==> config.mk <==
export PLATFORM = sky130hd
export DESIGN_NAME = ex_muldiv_unit
export DESIGN_NICKNAME = d
export VERILOG_FILES = /design/src/rtl/mips32_pkg.sv /design/src/rtl/ex_muldiv_unit_core.sv /design/src/rtl/ex_muldiv_unit.sv
export SDC_FILE = /design/constraint.sdc
export NUM_CORES = 1
export LEC_CHECK = 0
export ABC_AREA = 1
export ABC_CLOCK_PERIOD_IN_PS = 9800
export BUFFER_PORTS_ARGS = -buffer_cell sky130_fd_sc_hd__buf_4
export CAP_MARGIN = 20
export CELL_PAD_IN_SITES_DETAIL_PLACEMENT = 1
export CELL_PAD_IN_SITES_GLOBAL_PLACEMENT = 2
export CORE_UTILIZATION = 34
export CTS_BUF_LIST = sky130_fd_sc_hd__clkbuf_4 sky130_fd_sc_hd__clkbuf_8 sky130_fd_sc_hd__clkbuf_16
export DETAILED_ROUTE_END_ITERATION = 12
export PLACE_DENSITY_LB_ADDON = 0.25
export SETUP_SLACK_MARGIN = 0.2
export SLEW_MARGIN = 30
export SYNTH_ARGS = -nofsm -noshare
export SYNTH_HDL_FRONTEND = slang
export SYNTH_HIERARCHICAL = 1
export SYNTH_SLANG_ARGS = --single-unit
==> constraint.sdc <==
create_clock -name clk -period 9.8 [get_ports clk]
set_input_delay 1.47 -clock clk [delete_from_list [all_inputs] [get_ports clk]]
set_output_delay 1.47 -clock clk [all_outputs]
set_load 0.02 [all_outputs]
==> src/rtl/mips32_pkg.sv <==
// mips32_pkg: shared constants for the MIPS32 EX-stage mul/div slice.
//   - md_op encodings (MD_MULT..MD_MTLO); 6/7 are no-ops
//   - forwarding select constants (FWD_REG/FWD_MEM/FWD_EX; 11 aliases FWD_REG)
//   - mul/div FSM state encoding
//   - fwd_mux helper shared by the rs/rt operand selects
package mips32_pkg;

  localparam int XLEN  = 32;
  localparam int CNT_W = 5;

  typedef enum logic [2:0] {
    MD_MULT  = 3'd0,
    MD_MULTU = 3'd1,
    MD_DIV   = 3'd2,
    MD_DIVU  = 3'd3,
    MD_MTHI  = 3'd4,
    MD_MTLO  = 3'd5
  } md_op_e;

  localparam logic [1:0] FWD_REG = 2'b00;
  localparam logic [1:0] FWD_MEM = 2'b01;
  localparam logic [1:0] FWD_EX  = 2'b10;

  typedef enum logic [1:0] {
    ST_IDLE = 2'd0,
    ST_MUL  = 2'd1,
    ST_DIV  = 2'd2,
    ST_DZ   = 2'd3
  } md_state_e;

  // 11 is not produced by the forwarding unit; it falls back to the regfile.
  function automatic logic [XLEN-1:0] fwd_mux(input logic [1:0]      sel,
                                              input logic [XLEN-1:0] reg_v,
                                              input logic [XLEN-1:0] ex_v,
                                              input logic [XLEN-1:0] mem_v);
    case (sel)
      FWD_EX:  fwd_mux = ex_v;
      FWD_MEM: fwd_mux = mem_v;
      default: fwd_mux = reg_v;
    endcase
  endfunction

endpackage

==> src/rtl/ex_muldiv_unit_core.sv <==
// muldiv_core: iterative datapath for the EX-stage mul/div unit.
//   clk, rst          clock, synchronous active-high reset
//   start             load operands (magnitudes + result sign flags), clear counter
//   step              perform one iteration
//   is_div, is_signed operation class captured at start
//   a, b              raw operands (multiplicand/multiplier or dividend/divisor)
//   last              counter is at its final iteration (2^CNT_W - 1)
//   res_hi, res_lo    sign-corrected result of the *current* step, valid when
//                     last && step, so the owner can latch it on that edge
// One 2*XLEN work register is shared:
//   MUL: {partial product, remaining multiplier bits} (shift-add, LSB first)
//   DIV: {partial remainder, dividend/quotient bits}  (restoring, MSB first)
module muldiv_core #(
  parameter int XLEN  = 32,
  parameter int CNT_W = 5
) (
  input  logic            clk,
  input  logic            rst,
  input  logic            start,
  input  logic            step,
  input  logic            is_div,
  input  logic            is_signed,
  input  logic [XLEN-1:0] a,
  input  logic [XLEN-1:0] b,
  output logic            last,
  output logic [XLEN-1:0] res_hi,
  output logic [XLEN-1:0] res_lo
);

  logic [2*XLEN-1:0] work, work_nxt, prod_fix;
  logic [XLEN-1:0]   opnd;
  logic [XLEN-1:0]   a_mag, b_mag;
  logic [CNT_W-1:0]  cnt;
  logic              div_q, neg_q, neg_r;
  logic [XLEN:0]     mul_sum, div_trial;

  assign a_mag = (is_signed && a[XLEN-1]) ? (~a + 1'b1) : a;
  assign b_mag = (is_signed && b[XLEN-1]) ? (~b + 1'b1) : b;

  always_ff @(posedge clk) begin
    if (rst) begin
      work  <= '0;
      opnd  <= '0;
      cnt   <= '0;
      div_q <= 1'b0;
      neg_q <= 1'b0;
      neg_r <= 1'b0;
    end else if (start) begin
      work  <= {{XLEN{1'b0}}, (is_div ? a_mag : b_mag)};
      opnd  <= is_div ? b_mag : a_mag;
      cnt   <= '0;
      div_q <= is_div;
      neg_q <= is_signed & (a[XLEN-1] ^ b[XLEN-1]);
      neg_r <= is_signed & a[XLEN-1];
    end else if (step) begin
      work <= work_nxt;
      cnt  <= cnt + 1'b1;
    end
  end

  always_comb begin
    mul_sum   = {1'b0, work[2*XLEN-1:XLEN]} + (work[0] ? {1'b0, opnd} : '0);
    // Remainder is always < divisor, so the MSB of the XLEN+1 bit difference
    // is a clean borrow flag.
    div_trial = {work[2*XLEN-1:XLEN], work[XLEN-1]} - {1'b0, opnd};
    work_nxt  = '0;
    if (!div_q)
      work_nxt = {mul_sum, work[XLEN-1:1]};
    else if (!div_trial[XLEN])
      work_nxt = {div_trial[XLEN-1:0], work[XLEN-2:0], 1'b1};
    else
      work_nxt = {work[2*XLEN-2:0], 1'b0};
  end

  assign last     = (cnt == {CNT_W{1'b1}});
  assign prod_fix = neg_q ? -work_nxt : work_nxt;

  always_comb begin
    if (div_q) begin
      res_lo = neg_q ? -work_nxt[XLEN-1:0]      : work_nxt[XLEN-1:0];
      res_hi = neg_r ? -work_nxt[2*XLEN-1:XLEN] : work_nxt[2*XLEN-1:XLEN];
    end else begin
      res_lo = prod_fix[XLEN-1:0];
      res_hi = prod_fix[2*XLEN-1:XLEN];
    end
  end

endmodule

==> src/rtl/ex_muldiv_unit.sv <==
// ex_muldiv_unit: MIPS32 EX-stage multiply/divide unit, owner of HI/LO.
//   clk, rst                  clock, synchronous active-high reset
//   ForwardA/ForwardB         rs/rt forwarding selects (00 reg, 10 EX/MEM, 01 MEM/WB)
//   id_ex_rs/rt_data          register file operands
//   ex_mem_result             EX/MEM forwarded value
//   mem_wb_result             MEM/WB forwarded value
//   md_valid, md_op           mul/div-class instruction in EX and its opcode
//   ex_flush                  EX instruction is killed (blocks acceptance only)
//   hilo_read                 MFHI/MFLO in EX
//   hi, lo                    architectural HI/LO
//   busy, stall_req           operation in flight / freeze IF-ID-EX
//   div_zero                  one-cycle pulse when a divide by zero retires
// Build option: define MULDIV_FAST_MUL_EN to replace the 32-cycle multiply
// with a single-cycle array multiply (DIV stays iterative).
module ex_muldiv_unit
  import mips32_pkg::*;
#(
  parameter int XLEN  = mips32_pkg::XLEN,
  parameter int CNT_W = mips32_pkg::CNT_W
) (
  input  logic            clk,
  input  logic            rst,
  input  logic [1:0]      ForwardA,
  input  logic [1:0]      ForwardB,
  input  logic [XLEN-1:0] id_ex_rs_data,
  input  logic [XLEN-1:0] id_ex_rt_data,
  input  logic [XLEN-1:0] ex_mem_result,
  input  logic [XLEN-1:0] mem_wb_result,
  input  logic            md_valid,
  input  logic [2:0]      md_op,
  input  logic            ex_flush,
  input  logic            hilo_read,
  output logic [XLEN-1:0] hi,
  output logic [XLEN-1:0] lo,
  output logic            busy,
  output logic            stall_req,
  output logic            div_zero
);

  md_state_e       state, state_nxt;
  logic [XLEN-1:0] op_a, op_b;
  logic            idle, issue, accept_md, accept_mt;
  logic            is_div_op, is_signed_op, md_nop;
  logic            core_last, mul_done, wr_res;
  logic [XLEN-1:0] core_hi, core_lo, res_hi, res_lo;

  assign op_a = fwd_mux(ForwardA, id_ex_rs_data, ex_mem_result, mem_wb_result);
  assign op_b = fwd_mux(ForwardB, id_ex_rt_data, ex_mem_result, mem_wb_result);

  assign idle         = (state == ST_IDLE);
  assign issue        = idle && md_valid && !ex_flush;
  assign accept_md    = issue && !md_op[2];                  // ops 0..3
  assign accept_mt    = issue && (md_op == MD_MTHI || md_op == MD_MTLO);
  assign is_div_op    = md_op[1];
  assign is_signed_op = !md_op[0];
  assign md_nop       = md_op[2] & md_op[1];                 // ops 6,7

  muldiv_core #(.XLEN(XLEN), .CNT_W(CNT_W)) u_core (
    .clk       (clk),
    .rst       (rst),
    .start     (accept_md),
    .step      (state == ST_MUL || state == ST_DIV),
    .is_div    (is_div_op),
    .is_signed (is_signed_op),
    .a         (op_a),
    .b         (op_b),
    .last      (core_last),
    .res_hi    (core_hi),
    .res_lo    (core_lo)
  );

`ifdef MULDIV_FAST_MUL_EN
  // Operands are captured at accept; the product is formed during the single
  // busy cycle. Low 2*XLEN bits of the sign-extended product are exact for
  // both signed and unsigned operands.
  logic [XLEN-1:0]   fa_q, fb_q;
  logic              fs_q;
  logic [2*XLEN-1:0] fa_ext, fb_ext, fast_prod;

  always_ff @(posedge clk) begin
    if (rst) begin
      fa_q <= '0;
      fb_q <= '0;
      fs_q <= 1'b0;
    end else if (accept_md) begin
      fa_q <= op_a;
      fb_q <= op_b;
      fs_q <= is_signed_op;
    end
  end

  assign fa_ext    = {{XLEN{fs_q & fa_q[XLEN-1]}}, fa_q};
  assign fb_ext    = {{XLEN{fs_q & fb_q[XLEN-1]}}, fb_q};
  assign fast_prod = fa_ext * fb_ext;
  assign mul_done  = 1'b1;
  assign res_hi    = (state == ST_MUL) ? fast_prod[2*XLEN-1:XLEN] : core_hi;
  assign res_lo    = (state == ST_MUL) ? fast_prod[XLEN-1:0]      : core_lo;
`else
  assign mul_done  = core_last;
  assign res_hi    = core_hi;
  assign res_lo    = core_lo;
`endif

  always_ff @(posedge clk) begin
    if (rst) state <= ST_IDLE;
    else     state <= state_nxt;
  end

  always_comb begin
    state_nxt = state;
    wr_res    = 1'b0;
    case (state)
      ST_IDLE: begin
        if (accept_md) begin
          if (is_div_op && op_b == '0) state_nxt = ST_DZ;
          else if (is_div_op)          state_nxt = ST_DIV;
          else                         state_nxt = ST_MUL;
        end
      end
      ST_MUL: begin
        if (mul_done) begin
          state_nxt = ST_IDLE;
          wr_res    = 1'b1;
        end
      end
      ST_DIV: begin
        if (core_last) begin
          state_nxt = ST_IDLE;
          wr_res    = 1'b1;
        end
      end
      ST_DZ:   state_nxt = ST_IDLE;
      default: state_nxt = ST_IDLE;
    endcase
  end

  // HI/LO only ever take complete results, so MFHI/MFLO outside busy is safe.
  always_ff @(posedge clk) begin
    if (rst) begin
      hi <= '0;
      lo <= '0;
    end else if (accept_mt) begin
      if (md_op == MD_MTHI) hi <= op_a;
      else                  lo <= op_a;
    end else if (wr_res) begin
      hi <= res_hi;
      lo <= res_lo;
    end
  end

  assign busy      = !idle;
  assign div_zero  = (state == ST_DZ);
  assign stall_req = busy && ((md_valid && !md_nop) || hilo_read);

endmodule

# Word level (Yosys, flattened, before mapping)
# Index checks and enable logic that the tools add are counted.
# W data, S select, Z words.
# word_totals
reg_bits	170
elab_cells	93
# op_classes
addsub	8
eq_ne	14
mux	29
bitwise_logic	6
reduce_logical	26
# op_table
op	count
$mux W32	17
$mux W64	3
$pmux W32 S2	2
$add A32 B1 Y32 const B	2
$neg A32 Y32	2
$neg A64 Y64	1
$not A32 Y32	2
$add A32 B32 Y33	1
$sub A33 B32 Y33	1
$logic_not A32 Y1	1
$logic_and A1 B1 Y1	9
$eq A2 B2 Y1 const B	4
$mux W2	4
$eq A2 B1 Y1 const B	3
$eq A3 B3 Y1 const B	2
$ne A2 B1 Y1 const B	3
$pmux W2 S3	1
$reduce_and A2 Y1	3
$add A5 B1 Y5 const B	1
$eq A5 B5 Y1 const B	1
$logic_not A1 Y1	5
$reduce_bool A2 Y1	2
$reduce_or A2 Y1	2
$and A1 B1 Y1	3
other kinds (5)	8

# Logic depth before layout (Yosys ltp)
# logic_depth
ltp_word	8
ltp_mapped	39
mapped_depth_nobuf	39

# Hierarchy
# Netlist, hierarchy kept.
# modules_own_cells
module	instances	cells_per_inst	area_per_inst_um2	seq_area_each_um2
muldiv_core	1	2812	15107.0	2082.0
ex_muldiv_unit	1	736	4516.8	1321.3

# Least setup slack after synthesis
# OpenSTA, ideal clock, no wires.
# synth_path
path_kind	input-to-reg
from	input ForwardA[0]
to	register u_core.opnd[29]
t_arrival_ns	4.319
t_required_ns	9.743
setup_slack_ns	5.424
cell_stages	23
cell_sequence	inv_1 -> ha_1 -> clkbuf_1 -> inv_1 -> clkbuf_1 -> nand2_1 -> nand2_1 -> nor2_1 -> nand4_1 -> nor3_1 -> nand2_1 -> nor2_1 -> nand3_1 -> nor3_1 -> nand2_1 -> nor3_1 -> nand4_1 -> nand2_1 -> xor2_1 -> nand2_1 -> nand3_1 -> nand2_1 -> inv_1
# synth_between
elab_chain_cells	6
word_cells_on_any_way	8
classes_between	add/sub: 1; eq/ne: 2; mux: 3; bitwise: 1; reduce/logical: 1
# synth_lines
item	line_no	source
from (decl)	ex_muldiv_unit.sv:23	input logic [1:0] ForwardA,
$eq A2 B1 Y1 / $eq A2 B2 Y1 (equally long branches)	mips32_pkg.sv:36	case (sel)
$pmux W32 S2 (*)	mips32_pkg.sv:36	
net op_a[2]	ex_muldiv_unit.sv:41	logic [XLEN-1:0] op_a, op_b;
$not A32 Y32 (*)	ex_muldiv_unit_core.sv:37	assign a_mag = (is_signed && a[XLEN-1]) ? (~a + 1'b1) : a;
$add A32 B1 Y32 (*)	ex_muldiv_unit_core.sv:37	
$mux W32 (*)	ex_muldiv_unit_core.sv:37	
$mux W32 (*)	ex_muldiv_unit_core.sv:50	opnd <= is_div ? b_mag : a_mag;
to (signal assigned)	ex_muldiv_unit_core.sv:50	
to (decl)	ex_muldiv_unit_core.sv:31	logic [XLEN-1:0] opnd;
# The timed path passes the listed nets; every way through them passes the cells marked *.
# A chain may end at the register's enable or synchronous reset.

# Worst setup path in the final report
# layout_path
from	register u_core.opnd[25]
to	register hi[18]
# layout_between
elab_chain_cells	8
word_cells_on_any_way	10
classes_between	add/sub: 3; mux: 7
# layout_lines
item	line_no	source
$sub A33 B32 Y33 (*)	ex_muldiv_unit_core.sv:65	div_trial = {work[2*XLEN-1:XLEN], work[XLEN-1]} - {1'b0, opnd};
$mux W64 (*)	ex_muldiv_unit_core.sv:69	else if (!div_trial[XLEN])
$mux W64 (*)	ex_muldiv_unit_core.sv:67	if (!div_q)
$neg A64 Y64 / $neg A32 Y32 (equally long branches)	ex_muldiv_unit_core.sv:76, ex_muldiv_unit_core.sv:81	
$mux W64 / $mux W32 (equally long branches)	ex_muldiv_unit_core.sv:76, ex_muldiv_unit_core.sv:81	
$mux W32 (*)	ex_muldiv_unit_core.sv:79	if (div_q) begin
net core_hi[18]	ex_muldiv_unit.sv:45	logic [XLEN-1:0] core_hi, core_lo, res_hi, res_lo;
$mux W32 (*)	ex_muldiv_unit.sv:145	end else if (wr_res) begin
$mux W32 (*)	ex_muldiv_unit.sv:142	end else if (accept_mt) begin
to (signal assigned)	ex_muldiv_unit.sv:143	if (md_op == MD_MTHI) hi <= op_a;
to (signal assigned)	ex_muldiv_unit.sv:146	hi <= res_hi;
to (decl)	ex_muldiv_unit.sv:33	output logic [XLEN-1:0] hi,
# The timed path passes the listed nets; every way through them passes the cells marked *. The select of a mux whose other input is x is not followed.

==> impl_results.md <==
* Core Rows at 87
* Worst Hold Launch: u_core/cnt[4]
* DPL Wire Length at 89000 um
* Final setup vio count at 0
* Slowest stage delay, CP at 540 ps
* Routed wire length at 107000 um
* Setup TNS at 0 ps
* Crit path DAT at 6050 ps
* Antenna diodes at 0
* Number of port buffers at 206
* Placer Congestion at 0.986
* Synthesized flop and latch total at 170
* Reg2reg path depth at 35
* Most common cell after layout, fill and taps aside: nand2_1
* Root Buffer: clkbuf_16
* Status: finished, final reports clean
* Io pins at 207
* Syn. warnings at 6
* Violation count after the first detailed-route iteration at 1827
* Hold-fix buffers, CTS at 0
* Die Width at 242 um
* PwrDens at 351 mW/mm2
* Max H-tree Level at 4
* Setup crit start kind: flop
* Worst R2R Start: u_core/opnd[25]
* Post-Syn Area at 0.0196 mm2
* R2r endpoint: hi[18]
* Most common cell on crit path: nand2_1
* Most frequent cells in the layout: 1113 x nand2_1, 570 x inv_1, 299 x a21oi_1, 253 x nor2_1, 235 x buf_4
* Core area at 0.0567 mm2
* Worst skew pair latency at 510 ps
* Slew Limit Fails at 0
* Initial Utilization at 34.6%
* Worst Hold Path Cells at 2
* Min-delay worst type: flop to flop
* Rel. slew slack at 32.4%
* Period utilization at 58.0%
* TritonCTS clock tree: built
* First-pass GRT wire length at 158000 um
* Clock Sink Count at 170
* Worst EP required at 10170 ps
* CP Capture Type: flop
* FMAX at 176 MHz
* Crit-path max FO at 34
* Reg-to-reg slack, setup at 4120 ps
* Drt wl/cell at 24.2 um
* Clock transition at the registers of the reported paths at 80 ps
* Share of layout cells above drive strength 1 at 10.2%
* Clock tree buffer depth at 2
* Die ar. at 0.0587 mm2
* Syn Area/Cell at 5.53 um2
* Via count at 24200
* Layout area overhead at 14.2%
* Initial antenna violation count at 1
* Slew @ Worst Pin at 1000 ps
* RSZ-0062 raised after global routing: false
* Setup CP Type: flop to flop
* Number of global-route vias before repair at 24900
* Max VDD drop at 325 uV
* Power Total at 7.86 mW
* Die H at 242 um
* Grt ovf at 0
* Leak Pwr at 12.2 nW
* Slowest-stage cell, CP: dfxtp_1
* Post-CTS setup buffer count at 0
* DRC viols at 0
* Initial DRT Pass Iterations at 6
* Net count after synthesis at 3767
* Max-Cap Viols at 0
* Routed Antenna Nets at 0
* Synth unique cells at 56
* Total GRT Usage at 36.0%
* Hold endpoint: u_core/cnt[4]
* Nets at 3879
* Synth Instances at 3548
* Sequential element share of the synthesized area at 17.3%
* Via-per-instance ratio at 5.46
* Min cycle time layout at 5680 ps
* TritonCTS Buffers at 17
* Cts repair resizes at 0
* Final setup skew at 22.9 ps
* Final Hold Fails at 0
* Largest net degree at the start of global routing at 88
==> critical path, delay by kind of cell, from the launching register on <==
family / cells / cell delay, ps
AOI/OAI and AO/OA: 3 / 450
adders and majority gates: 2 / 550
buffers and inverters: 7 / 620
DFF: 1 / 540
and+or+nand+nor: 23 / 3390
==> layout make-up <==
cell class	instances	area, um2
inverter	582	2180
multi-input combinational	2654	13400
clock inverter	15	246
clock buffer	17	425
sequential	170	3410
tap	756	946
timing repair buffer	235	1760
fill	7924	34300
==> cells in the mapped netlist, drive strengths merged <==
master   instances  area (um2)
nor4             4        25.0
o21a             4        30.0
o21ai          238        1210
a31oi           12        75.1
a21o             6        45.0
buf             42         262
and3             1        6.26
dfxtp          170        3400
o22ai            5        31.3
o31ai            6        45.0
a211oi           1        7.51
nand3b          14         105
o211ai          45         338
nand3          216        1120
clkbuf         100         375
o2111ai          1        8.76
clkinv           5        18.8
a22oi           22         165
o41ai            2        17.5
nor3            30         155
a21oi          305        1560
nand2         1143        4390
xnor2           28         245
and2             1        6.26
a32oi            1        8.76
mux2i            1        10.0
xor2            83         727
or2             50         313
nand4           26         163
ha              77         963
a22o            30         263
a221oi           3        26.3
inv            577        2170
nor2           279        1150
fa               2        40.0
o221ai          10        87.6
o21bai           5        37.5
a21boi           3        26.3
==> how the worst max path moves through the flow <==
stage | from | end | slack, ps
after detailed placement | ForwardA[0] | u_core/work[31] | 4110
after CTS | u_core/work[31] | hi[30] | 4260
after global routing | u_core/work[31] | hi[18] | 3700
final | u_core/opnd[25] | hi[18] | 4120
after floorplan | ForwardA[0] | u_core/opnd[29] | 5420
after global placement | ForwardA[0] | u_core/work[28] | 4220
==> cells by family after synthesis <==
logic type                 count (synthesis)  share of synthesized area (%)
AOI/OAI and AO/OA                        699                           20.3
and+or+nand+nor                         1764                           37.9
DFF                                      170                           17.3
muxes                                      1                         0.0510
adders and majority gates                 79                           5.11
xor gates and xnor gates                 111                           4.95
buffers and inverters                    724                           14.4
==> sequential cells by signal, summed over array words and instances, names as in the netlist <==
register / flops
u_core/cnt: 5
u_core/work: 64
state: 2
u_core/neg_r: 1
u_core/div_q: 1
hi: 32
u_core/neg_q: 1
lo: 32
u_core/opnd: 32
==> per-layer routing <==
layer / vias to the layer above / track usage [%] / part of all wire (%)
met3: 231 / 4.12 / 4.5
met2: 822 / 61.0 / 47
li1: 11500 / - / -
met5: - / 0 / 0.012
met1: 11600 / 43.0 / 42
met4: 2 / 23.9 / 7.2
==> metrics by stage <==
stage	utilization [%]	instances	worst slack, ps	hold slack [ps]	area, um2
floorplan	-	3548	5420	445	19600
global placement	38.3	4397	4220	454	21700
detailed placement	38.3	4397	4110	483	21700
CTS	39.5	4429	4260	493	22400
global route	39.5	4429	3700	532	22400
finish	39.5	4429	4120	499	22400
==> power by group <==
group | leakage, nW | switching, mW | internal, mW
combinational | 10.5 | 4.38 | 1.63
sequential | 1.38 | 0.202 | 0.824
clock | 0.323 | 0.397 | 0.423
total | 12.2 | 4.98 | 2.88
Power figures use the tool's default switching activity.
